`config.mk`:
```
export PLATFORM = sky130hd
export DESIGN_NAME = spi_master_tx
export DESIGN_NICKNAME = d
export VERILOG_FILES = /design/src/rtl/spi_master_tx.sv
export SDC_FILE = /design/constraint.sdc
export NUM_CORES = 1
export LEC_CHECK = 0
export CAP_MARGIN = 20
export CORE_ASPECT_RATIO = 1.25
export CORE_MARGIN = 2
export CORE_UTILIZATION = 30
export DETAILED_ROUTE_END_ITERATION = 7
export GPL_TIMING_DRIVEN = 1
export SYNTH_ARGS = -nofsm -noshare
export SYNTH_HDL_FRONTEND = slang
export SYNTH_SLANG_ARGS = --single-unit
export TNS_END_PERCENT = 100
```
`constraint.sdc`:
```
create_clock -name clk -period 9.3 [get_ports clk]
set_input_delay 0.93 -clock clk [delete_from_list [all_inputs] [get_ports clk]]
set_output_delay 0.93 -clock clk [all_outputs]
set_load 0.05 [all_outputs]
```
`src/rtl/spi_master_tx.sv`:
```
// -----------------------------------------------------------------------------
// spi_master_tx
//   SPI master transmit shifter. Pulls 32-bit words from the TX FIFO and
//   serialises them MSB-first. In standard mode one bit goes out on sdo0 per
//   shift edge. In quad mode four bits go out on sdo3..sdo0 per shift edge.
//   The controller programs the transfer length. This block gates the SPI
//   clock generator through clk_en_o whenever it has no data to shift.
//
// Ports
//   clk, rstn        system clock, asynchronous active-low reset
//   en               start request (sampled in IDLE only)
//   tx_edge          one-cycle shift strobe from the SPI clock generator
//   tx_done          high in the cycle that consumes the final shift edge
//   sdo0..sdo3       serial data outputs (sdo1..3 used in quad mode only)
//   en_quad_in       1 = quad (4 bits/edge), 0 = standard (1 bit/edge)
//   counter_in       transfer length in bits
//   counter_in_upd   load strobe for counter_in
//   data, data_valid TX FIFO word and its valid flag
//   data_ready       FIFO pop strobe (combinational)
//   clk_en_o         SPI clock generator enable (combinational)
// -----------------------------------------------------------------------------
module spi_master_tx #(
  parameter logic [15:0] TRGT_RST = 16'h8
) (
  input  logic        clk,
  input  logic        rstn,
  input  logic        en,
  input  logic        tx_edge,
  output logic        tx_done,
  output logic        sdo0,
  output logic        sdo1,
  output logic        sdo2,
  output logic        sdo3,
  input  logic        en_quad_in,
  input  logic [15:0] counter_in,
  input  logic        counter_in_upd,
  input  logic [31:0] data,
  input  logic        data_valid,
  output logic        data_ready,
  output logic        clk_en_o
);

  typedef enum logic [1:0] {
    IDLE      = 2'd0,
    TRANSMIT  = 2'd1,
    WAIT_FIFO = 2'd2
  } state_t;

  state_t      state;
  state_t      state_next;
  logic [15:0] counter;
  logic [15:0] counter_trgt;
  logic [15:0] trgt_last;
  logic [31:0] data_int;
  logic        word_end;
  logic        load_word;
  logic        shift_en;
  logic        clr_cnt;

  // The target is stored in shift edges. A target of 0 wraps trgt_last to
  // 16'hFFFF, so that transfer runs for 65536 edges.
  assign trgt_last = counter_trgt - 16'd1;

  // The current edge shifts out the last bit/nibble of the word in data_int.
  assign word_end = en_quad_in ? (counter[2:0] == 3'd7) : (counter[4:0] == 5'd31);

  assign tx_done = (state == TRANSMIT) && tx_edge && (counter == trgt_last);

  // Serial outputs come straight from the top of the shift register.
  assign sdo0 = en_quad_in ? data_int[28] : data_int[31];
  assign sdo1 = en_quad_in & data_int[29];
  assign sdo2 = en_quad_in & data_int[30];
  assign sdo3 = en_quad_in & data_int[31];

  // State register
  // NOTE: sequential state uses non-blocking (<=) assignments only. All
  // registers then update together from values sampled before the edge.
  always_ff @(posedge clk or negedge rstn) begin
    if (!rstn) state <= IDLE;
    else       state <= state_next;
  end

  // Next-state logic
  // NOTE: every output of a combinational block gets a default first. A path
  // that leaves a signal unassigned would otherwise infer a latch.
  always_comb begin
    state_next = state;
    unique case (state)
      IDLE: begin
        if (en) state_next = data_valid ? TRANSMIT : WAIT_FIFO;
      end
      TRANSMIT: begin
        if (tx_done)                       state_next = IDLE;
        else if (tx_edge && word_end && !data_valid) state_next = WAIT_FIFO;
      end
      WAIT_FIFO: begin
        if (data_valid) state_next = TRANSMIT;
      end
      default: state_next = IDLE;
    endcase
  end

  // Output / datapath-control logic
  always_comb begin
    data_ready = 1'b0;
    clk_en_o   = 1'b0;
    load_word  = 1'b0;
    shift_en   = 1'b0;
    clr_cnt    = 1'b0;
    unique case (state)
      IDLE: begin
        if (en && data_valid) begin
          data_ready = 1'b1;
          load_word  = 1'b1;
          clr_cnt    = 1'b1;
        end
      end
      TRANSMIT: begin
        clk_en_o = 1'b1;
        if (tx_edge) begin
          shift_en = 1'b1;
          // tx_done wins over word_end: the last edge never pops the FIFO.
          if (tx_done) begin
            clr_cnt = 1'b1;
          end else if (word_end && data_valid) begin
            data_ready = 1'b1;
            load_word  = 1'b1;
          end else if (word_end) begin
            // Underrun: stop the SPI clock in the same cycle.
            clk_en_o = 1'b0;
          end
        end
      end
      WAIT_FIFO: begin
        if (data_valid) begin
          data_ready = 1'b1;
          load_word  = 1'b1;
        end
      end
      default: ;
    endcase
  end

  // Edge counter and shift register
  always_ff @(posedge clk or negedge rstn) begin
    if (!rstn) begin
      counter  <= 16'd0;
      data_int <= 32'd0;
    end else begin
      if (clr_cnt)       counter <= 16'd0;
      else if (shift_en) counter <= counter + 16'd1;

      // A freshly loaded word replaces the shift result.
      if (load_word)     data_int <= data;
      else if (shift_en) data_int <= en_quad_in ? {data_int[27:0], 4'd0}
                                                : {data_int[30:0], 1'b0};
    end
  end

  // Transfer length target, which may be updated at any time (even mid-transfer)
  always_ff @(posedge clk or negedge rstn) begin
    if (!rstn)               counter_trgt <= TRGT_RST;
    else if (counter_in_upd) counter_trgt <= en_quad_in ? (counter_in >> 2) : counter_in;
  end

endmodule
```
==> results_dict.tcl, run 1 <==
set metrics [dict create \
    global_route_wire_length_before_repair_mm 15.9 \
    synth.lib_cells_used.distinct 52 \
    pins_over_slew_limit 0 \
    layout_commonest_cell "dfrtp_1" \
    diodes 0 \
    post_drt_wl_per_cell_microns 14.4 \
    chipHeight_microns 138 \
    commonest_cells_after_routing_fill_and_taps_aside "dfrtp_1, clkdlybuf4s50_1, mux2i_1" \
    setup_viol 0 \
    ys_async_rst_share 1.00 \
    skew_ns 0.00813 \
    fin_setup_tns_ns 0 \
    yosys.area_share.simple 0.180 \
    critical_path.max_fanout 67 \
    finish.utilization 0.379 \
    cts-htree-levels 3 \
    groute.usage.overall 0.129 \
    min_path_type "reg -> reg" \
    synth_area_leaders "dfrtp_1, mux2i_1, mux2_4" \
    synth_enable_flop_cells 0 \
    worstPathBufferInverterCount 3 \
    first_global_vias 3352 \
    fin_total_pwr_uw 1220 \
    worstSetupPathDepth 8 \
    die_w_microns 111 \
    slowest_delay_ns 0.78 \
    buffer_ports.inserted 61 \
    floorplan.initialDensity 0.309 \
    cts_tree "done" \
    post_synthesis_sequential_element_count 66 \
    drt_pre_antenna_iters 4 \
    drtAntennaViolNets 0 \
    via_per_inst 4.90 \
    die_area_sq_mm 0.0153 \
    nNetsFinal 551 \
    reg2reg_slack_ns 5.58 \
    post_cts_resized 0 \
    synth_top_family_by_area "multiplexers" \
    postSynthCellCount 444 \
    p_leak_uw 0.00229 \
    synth_top_area_share 0.380 \
    post-dp-hpwl_mm 6.97 \
    timing.critical_path.required_ns 8.37 \
    max_clock_freq_ghz 0.181 \
    io_pins 62 \
    rr_worst_depth 8 \
    maxCapViolations 0 \
    clock-sinks 66 \
    clkLatencyLatePin_ns 0.33 \
    worst_slack_ns 3.76 \
    outcome "complete, no violations" \
    synth-warning-count 0 \
    regArea_sq_mm 0.00165 \
    dr.first_iter.drc_count 119 \
    maxSlewHeadroom 0.325 \
    multiInputGateArea_sq_mm 0.00240 \
    worstPathCellList "clkdlybuf4s50_1 > nand2_2 > nor3_1 > or4bb_1 > or4_1 > a41o_2 > buf_4 > clkdlybuf4s50_1" \
    start_kind "input pin" \
    final_hold_viol_count 0 \
    worstHoldStart "data_int[0]$_DFFE_PN0P_" \
    slowest_cp_cell "clkdlybuf4s50_1" \
    crit_path_end_kind "primary output" \
    core_sq_mm 0.0139 \
    postSynthAreaPerCell_sq_um 9.65 \
    hold_buffers 0 \
    syn-num-nets 503 \
    final.min_clock_period_ns 5.54 \
    portion_of_netlist_area_occupied_by_mux_cells 0.213 \
    rsz0062_at_grt "false" \
    path_clk_slew_ns 0.06 \
    layout.filler_cells 1405 \
    syn2layout_area_growth_pct 22.7 \
    period_utilization_post_route 0.596 \
    grt_start_max_net_pins 68 \
    initial_antenna_violation_count 0 \
    vdd_drop_max_mv 0.114 \
    synthAdderAreaFrac 0.0117 \
    fp-row-count 48 \
    timing_worst_setup_path_type "in -> out" \
    post_cts_setup_buffers 0 \
    yosys.area.top_type "dfrtp_1" \
    max_root_sink_buffers 2 \
    path_common_cell "clkdlybuf4s50_1" \
    timing.rr.end "data_int[14]$_DFFE_PN0P_" \
    routed_wl_mm 9.65 \
    dp_worst_setup_slack_ns 3.78 \
    syn-cell-area_sq_mm 0.00428 \
    routed-via-count 3296 \
    worstReg2RegStart "state[0]$_DFFE_PN0P_" \
    power_per_cell_area_mw_per_mm2 232 \
    final_layout_size_suffix_gt1_frac 0.125 \
    worst_slew_pin_slew_ns 1.01 \
    yosys.area_share.xor_xnor 0.0593 \
    holdPathEnd "data_int[0]$_DFFE_PN0P_" \
    synthFlopType "dfrtp_1" \
    detailed_route_drc_error_count 0 \
    cp.arrival_ns 4.61 \
    synth_compound_gate_area_share 0.0964 \
    holdWs_ns 0.551 \
    global_route.overflow_total 0 \
    critPathTopFamily "simple AND/OR/NAND/NOR gates" \
    timing.hold.worst_path_depth 2 \
    clock-root-buffer "clkbuf_16" \
    finalWeightedCongestion 0.793 \
    post_synthesis_sequential_area_ratio 0.386 \
    number_of_clock_buffers_inserted_by_tritoncts 9 \
]
==> worst min-delay path: stages (launching register included) <==
cell and delay (ns):
dfrtp_1 0.39, nand2_1 0.06, mux2i_1 0.05
==> routing by layer <==
metal	vias to the layer above	part of all wire	global-route usage
met5	-	0	0
met4	0	0.013	0.0326
met3	12	0.037	0.0348
met2	66	0.51	0.232
met1	1568	0.44	0.154
li1	1650	-	-
==> flip-flops by register name, summed over array words and instances (netlist names) <==
name / cells
data_int: 32
state: 2
counter: 16
counter_trgt: 16
==> power by group <==
| part | switching, uW | leakage [uW] | internal, uW |
|---|---|---|---|
| clock | 126 | 0.000143 | 215 |
| sequential | 83.5 | 0.000826 | 372 |
| combinational | 192 | 0.00132 | 229 |
| total | 402 | 0.00229 | 815 |
==> cell usage after synthesis (2+ instances only) <==
master and count:
nand4_1 9, clkbuf_1 19, nand3b_1 2, a31oi_1 3, xnor2_1 16, nand2_1 47
dfrtp_1 65, o21ai_0 33, o31ai_1 2, a21oi_1 23, nor3_1 4, buf_6 3
or4_4 3, mux2_4 25, nand3_1 7, ha_1 4, nor2b_1 6, mux2i_1 49
nor2_1 44, nor4b_1 3, or3_1 2, and3_1 3, mux2_2 4, nor3b_1 6
o211ai_1 2, a31o_2 2, buf_1 2, xor2_1 13, buf_12 3, nor4_1 2
inv_1 14, and2_1 4
==> cell families after synthesis <==
family / count (synthesis)
AOI/OAI and AO/OA: 73
adders and majority gates: 4
and+or+nand+nor: 152
buffers and inverters: 42
DFF: 66
xor gates and xnor gates: 29
muxes: 78
==> worst max path at each step <==
stage                                           start  slack [ns]          to
after floorplan           counter_trgt[2]$_DFFE_PN0P_        4.78    clk_en_o
after global placement                        tx_edge        3.82  data_ready
after detailed placement                      tx_edge        3.78  data_ready
after CTS                                     tx_edge        3.78  data_ready
after global routing                          tx_edge        3.55  data_ready
final                                         tx_edge        3.76  data_ready
==> final cells by class <==
class / instances / share of cell area
repair buffers: 65 / 0.120
clock buffers: 12 / 0.0469
flip-flops and latches: 66 / 0.314
inverters: 14 / 0.0100
well taps: 175 / 0.0417
clock inverters: 4 / 0.00976
multi-input cells: 336 / 0.457
==> stage by stage <==
step,cells,instance area [sq um]
2_1_floorplan,444,4280
3_3_place_gp,656,4960
3_5_place_dp,656,4960
4_1_cts,672,5260
5_1_grt,672,5260
6_report,672,5260
Power figures use the tool's default switching activity.
==> inputs of run 2 (changes only) <==
==> constraint.sdc (replaced) <==
create_clock -name clk -period 5.2 [get_ports clk]
set_input_delay 0.52 -clock clk [delete_from_list [all_inputs] [get_ports clk]]
set_output_delay 0.52 -clock clk [all_outputs]
set_load 0.05 [all_outputs]
==> run 2 against run 1 <==
Effect of this change: utilization up 0.063 points; clock skew decreased by 0.0050 ns; global-route usage grew 0.77 points; critical endpoint is now clk_en_o; largest power group unchanged.
==> results_dict.tcl, run 2 (synthesized netlist as in run 1, its figures left out) <==
set metrics [dict create \
    syn2layout_area_growth_pct 22.9 \
    critPathTopFamily "simple AND/OR/NAND/NOR gates" \
    p_leak_uw 0.00230 \
    critical_path.max_fanout 9 \
    cp.arrival_ns 4.02 \
    core_sq_mm 0.0139 \
    global_route_wire_length_before_repair_mm 16.4 \
    worstPathBufferInverterCount 1 \
    max_root_sink_buffers 2 \
    floorplan.initialDensity 0.309 \
    drtAntennaViolNets 0 \
    max_clock_freq_ghz 0.220 \
    cts-htree-levels 3 \
    detailed_route_drc_error_count 0 \
    clock-root-buffer "clkbuf_16" \
    io_pins 62 \
    post_cts_resized 0 \
    grt_start_max_net_pins 67 \
    period_utilization_post_route 0.873 \
    global_route.overflow_total 0 \
    rsz0062_at_grt "false" \
    commonest_cells_after_routing_fill_and_taps_aside "dfrtp_1, clkdlybuf4s50_1, mux2i_1" \
    vdd_drop_max_mv 0.205 \
    diodes 0 \
    routed_wl_mm 9.94 \
    largest_register_ffs 32 \
    post-dp-hpwl_mm 7.21 \
    cts_tree "done" \
    initial_antenna_violation_count 0 \
    biggestRegsByFlops "data_int (32), counter (16), counter_trgt (16)" \
    fin_setup_tns_ns 0 \
    nNetsFinal 552 \
    outcome "complete, no violations" \
    final_layout_size_suffix_gt1_frac 0.124 \
    slowest_cp_cell "clkdlybuf4s50_1" \
    worstPathCellList "nor4_1 > nand4_1 > xnor2_1 > nor3b_1 > nand4_1 > or4_2 > a21boi_0 > clkdlybuf4s50_1" \
    maxCapViolations 0 \
    timing_worst_setup_path_type "reg -> out" \
    pins_over_slew_limit 0 \
    start_kind "flip-flop" \
    finalWeightedCongestion 0.854 \
    clkLatencyLatePin_ns 0.34 \
    die_area_sq_mm 0.0153 \
    path_common_cell "nand4_1" \
    post_cts_setup_buffers 0 \
    via_per_inst 4.95 \
    crit_path_end_kind "primary output" \
    groute.usage.overall 0.137 \
    number_of_clock_buffers_inserted_by_tritoncts 9 \
    dr.first_iter.drc_count 129 \
    layout_commonest_cell "dfrtp_1" \
    post_drt_wl_per_cell_microns 14.8 \
    chipHeight_microns 138 \
    fin_total_pwr_uw 2190 \
    timing.critical_path.required_ns 4.68 \
    power_per_cell_area_mw_per_mm2 415 \
    skew_ns 0.00315 \
    path_clk_slew_ns 0.05 \
    maxSlewHeadroom 0.334 \
    min_path_type "in -> async" \
    reg2reg_slack_ns 1.56 \
    fp-row-count 48 \
    slowest_delay_ns 0.83 \
    worst_slew_pin_slew_ns 0.996 \
    routed-via-count 3331 \
    drt_pre_antenna_iters 4 \
    final_hold_viol_count 0 \
    regMostFlops "data_int" \
    hold_buffers 0 \
    first_global_vias 3340 \
    die_w_microns 111 \
    buffer_ports.inserted 61 \
    setup_viol 0 \
    final.min_clock_period_ns 4.54 \
    clock-sinks 66 \
]
-- run 2: changes by cell type in the layout (fill, tap and decap cells not counted) --
cell        before  now
clkbuf_8         1    2
clkinv_4         1    0
clkinvlp_4       1    0
clkbuf_1         2    3
buf_4            4    5
-- run 2: path summary, 6_finish.rpt --
check / start / end / cells after the start
min in group clk: data_int[0]$_DFFE_PN0P_ / data_int[0]$_DFFE_PN0P_ / 2
setup reg to reg: counter_trgt[2]$_DFFE_PN0P_ / data_int[18]$_DFFE_PN0P_ / 8
setup / recovery: counter_trgt[2]$_DFFE_PN0P_ / clk_en_o / 8
max in group asynchronous: rstn / data_int[29]$_DFFE_PN0P_ / 2
hold reg to reg: data_int[0]$_DFFE_PN0P_ / data_int[0]$_DFFE_PN0P_ / 2
hold / removal: rstn / counter[14]$_DFFE_PN0P_ / 2
-- run 2: power by group --
part / leakage [uW] / switching, uW / total [uW] / internal, uW
Sequential: 0.000826 / 150 / 815 / 665
Clock: 0.000147 / 220 / 617 / 397
Combinational: 0.00133 / 344 / 756 / 412
-- run 2: final cells by class --
type                    instances  area (sq um)
fillers                      1383          8610
multi-input cells             336          2400
clock inverters                 2          35.0
repair buffers                 66           638
well taps                     175           219
flip-flops and latches         66          1650
inverters                      14          52.6
clock buffers                  14           264
-- run 2: through the flow --
step | util | worst slack, ns | cells | hold WS, ns | instance area [sq um]
floorplan | - | 1.09 | 444 | 0.224 | 4280
global placement | 0.358 | 1.11 | 657 | 0.544 | 4970
detailed placement | 0.358 | 1.04 | 657 | 0.551 | 4970
CTS | 0.380 | 0.663 | 673 | 0.420 | 5270
global route | 0.380 | 0.301 | 673 | 0.461 | 5270
finish | 0.380 | 0.662 | 673 | 0.363 | 5270
-- run 2: worst reg2reg max path: stages, from the launching register on --
cell	delay (ns)
dfrtp_1	0.46
nor4_1	0.75
nand4_1	0.20
xnor2_1	0.22
or4bb_1	0.47
or4_1	0.41
a41o_2	0.32
buf_4	0.32
mux2_4	0.38
-- run 2: routing by layer --
metal,track usage,vias to the layer above,share of wire
li1,-,1653,-
met1,0.158,1594,0.43
met2,0.241,66,0.51
met3,0.0317,18,0.041
met4,0.0639,0,0.023
met5,0,-,0
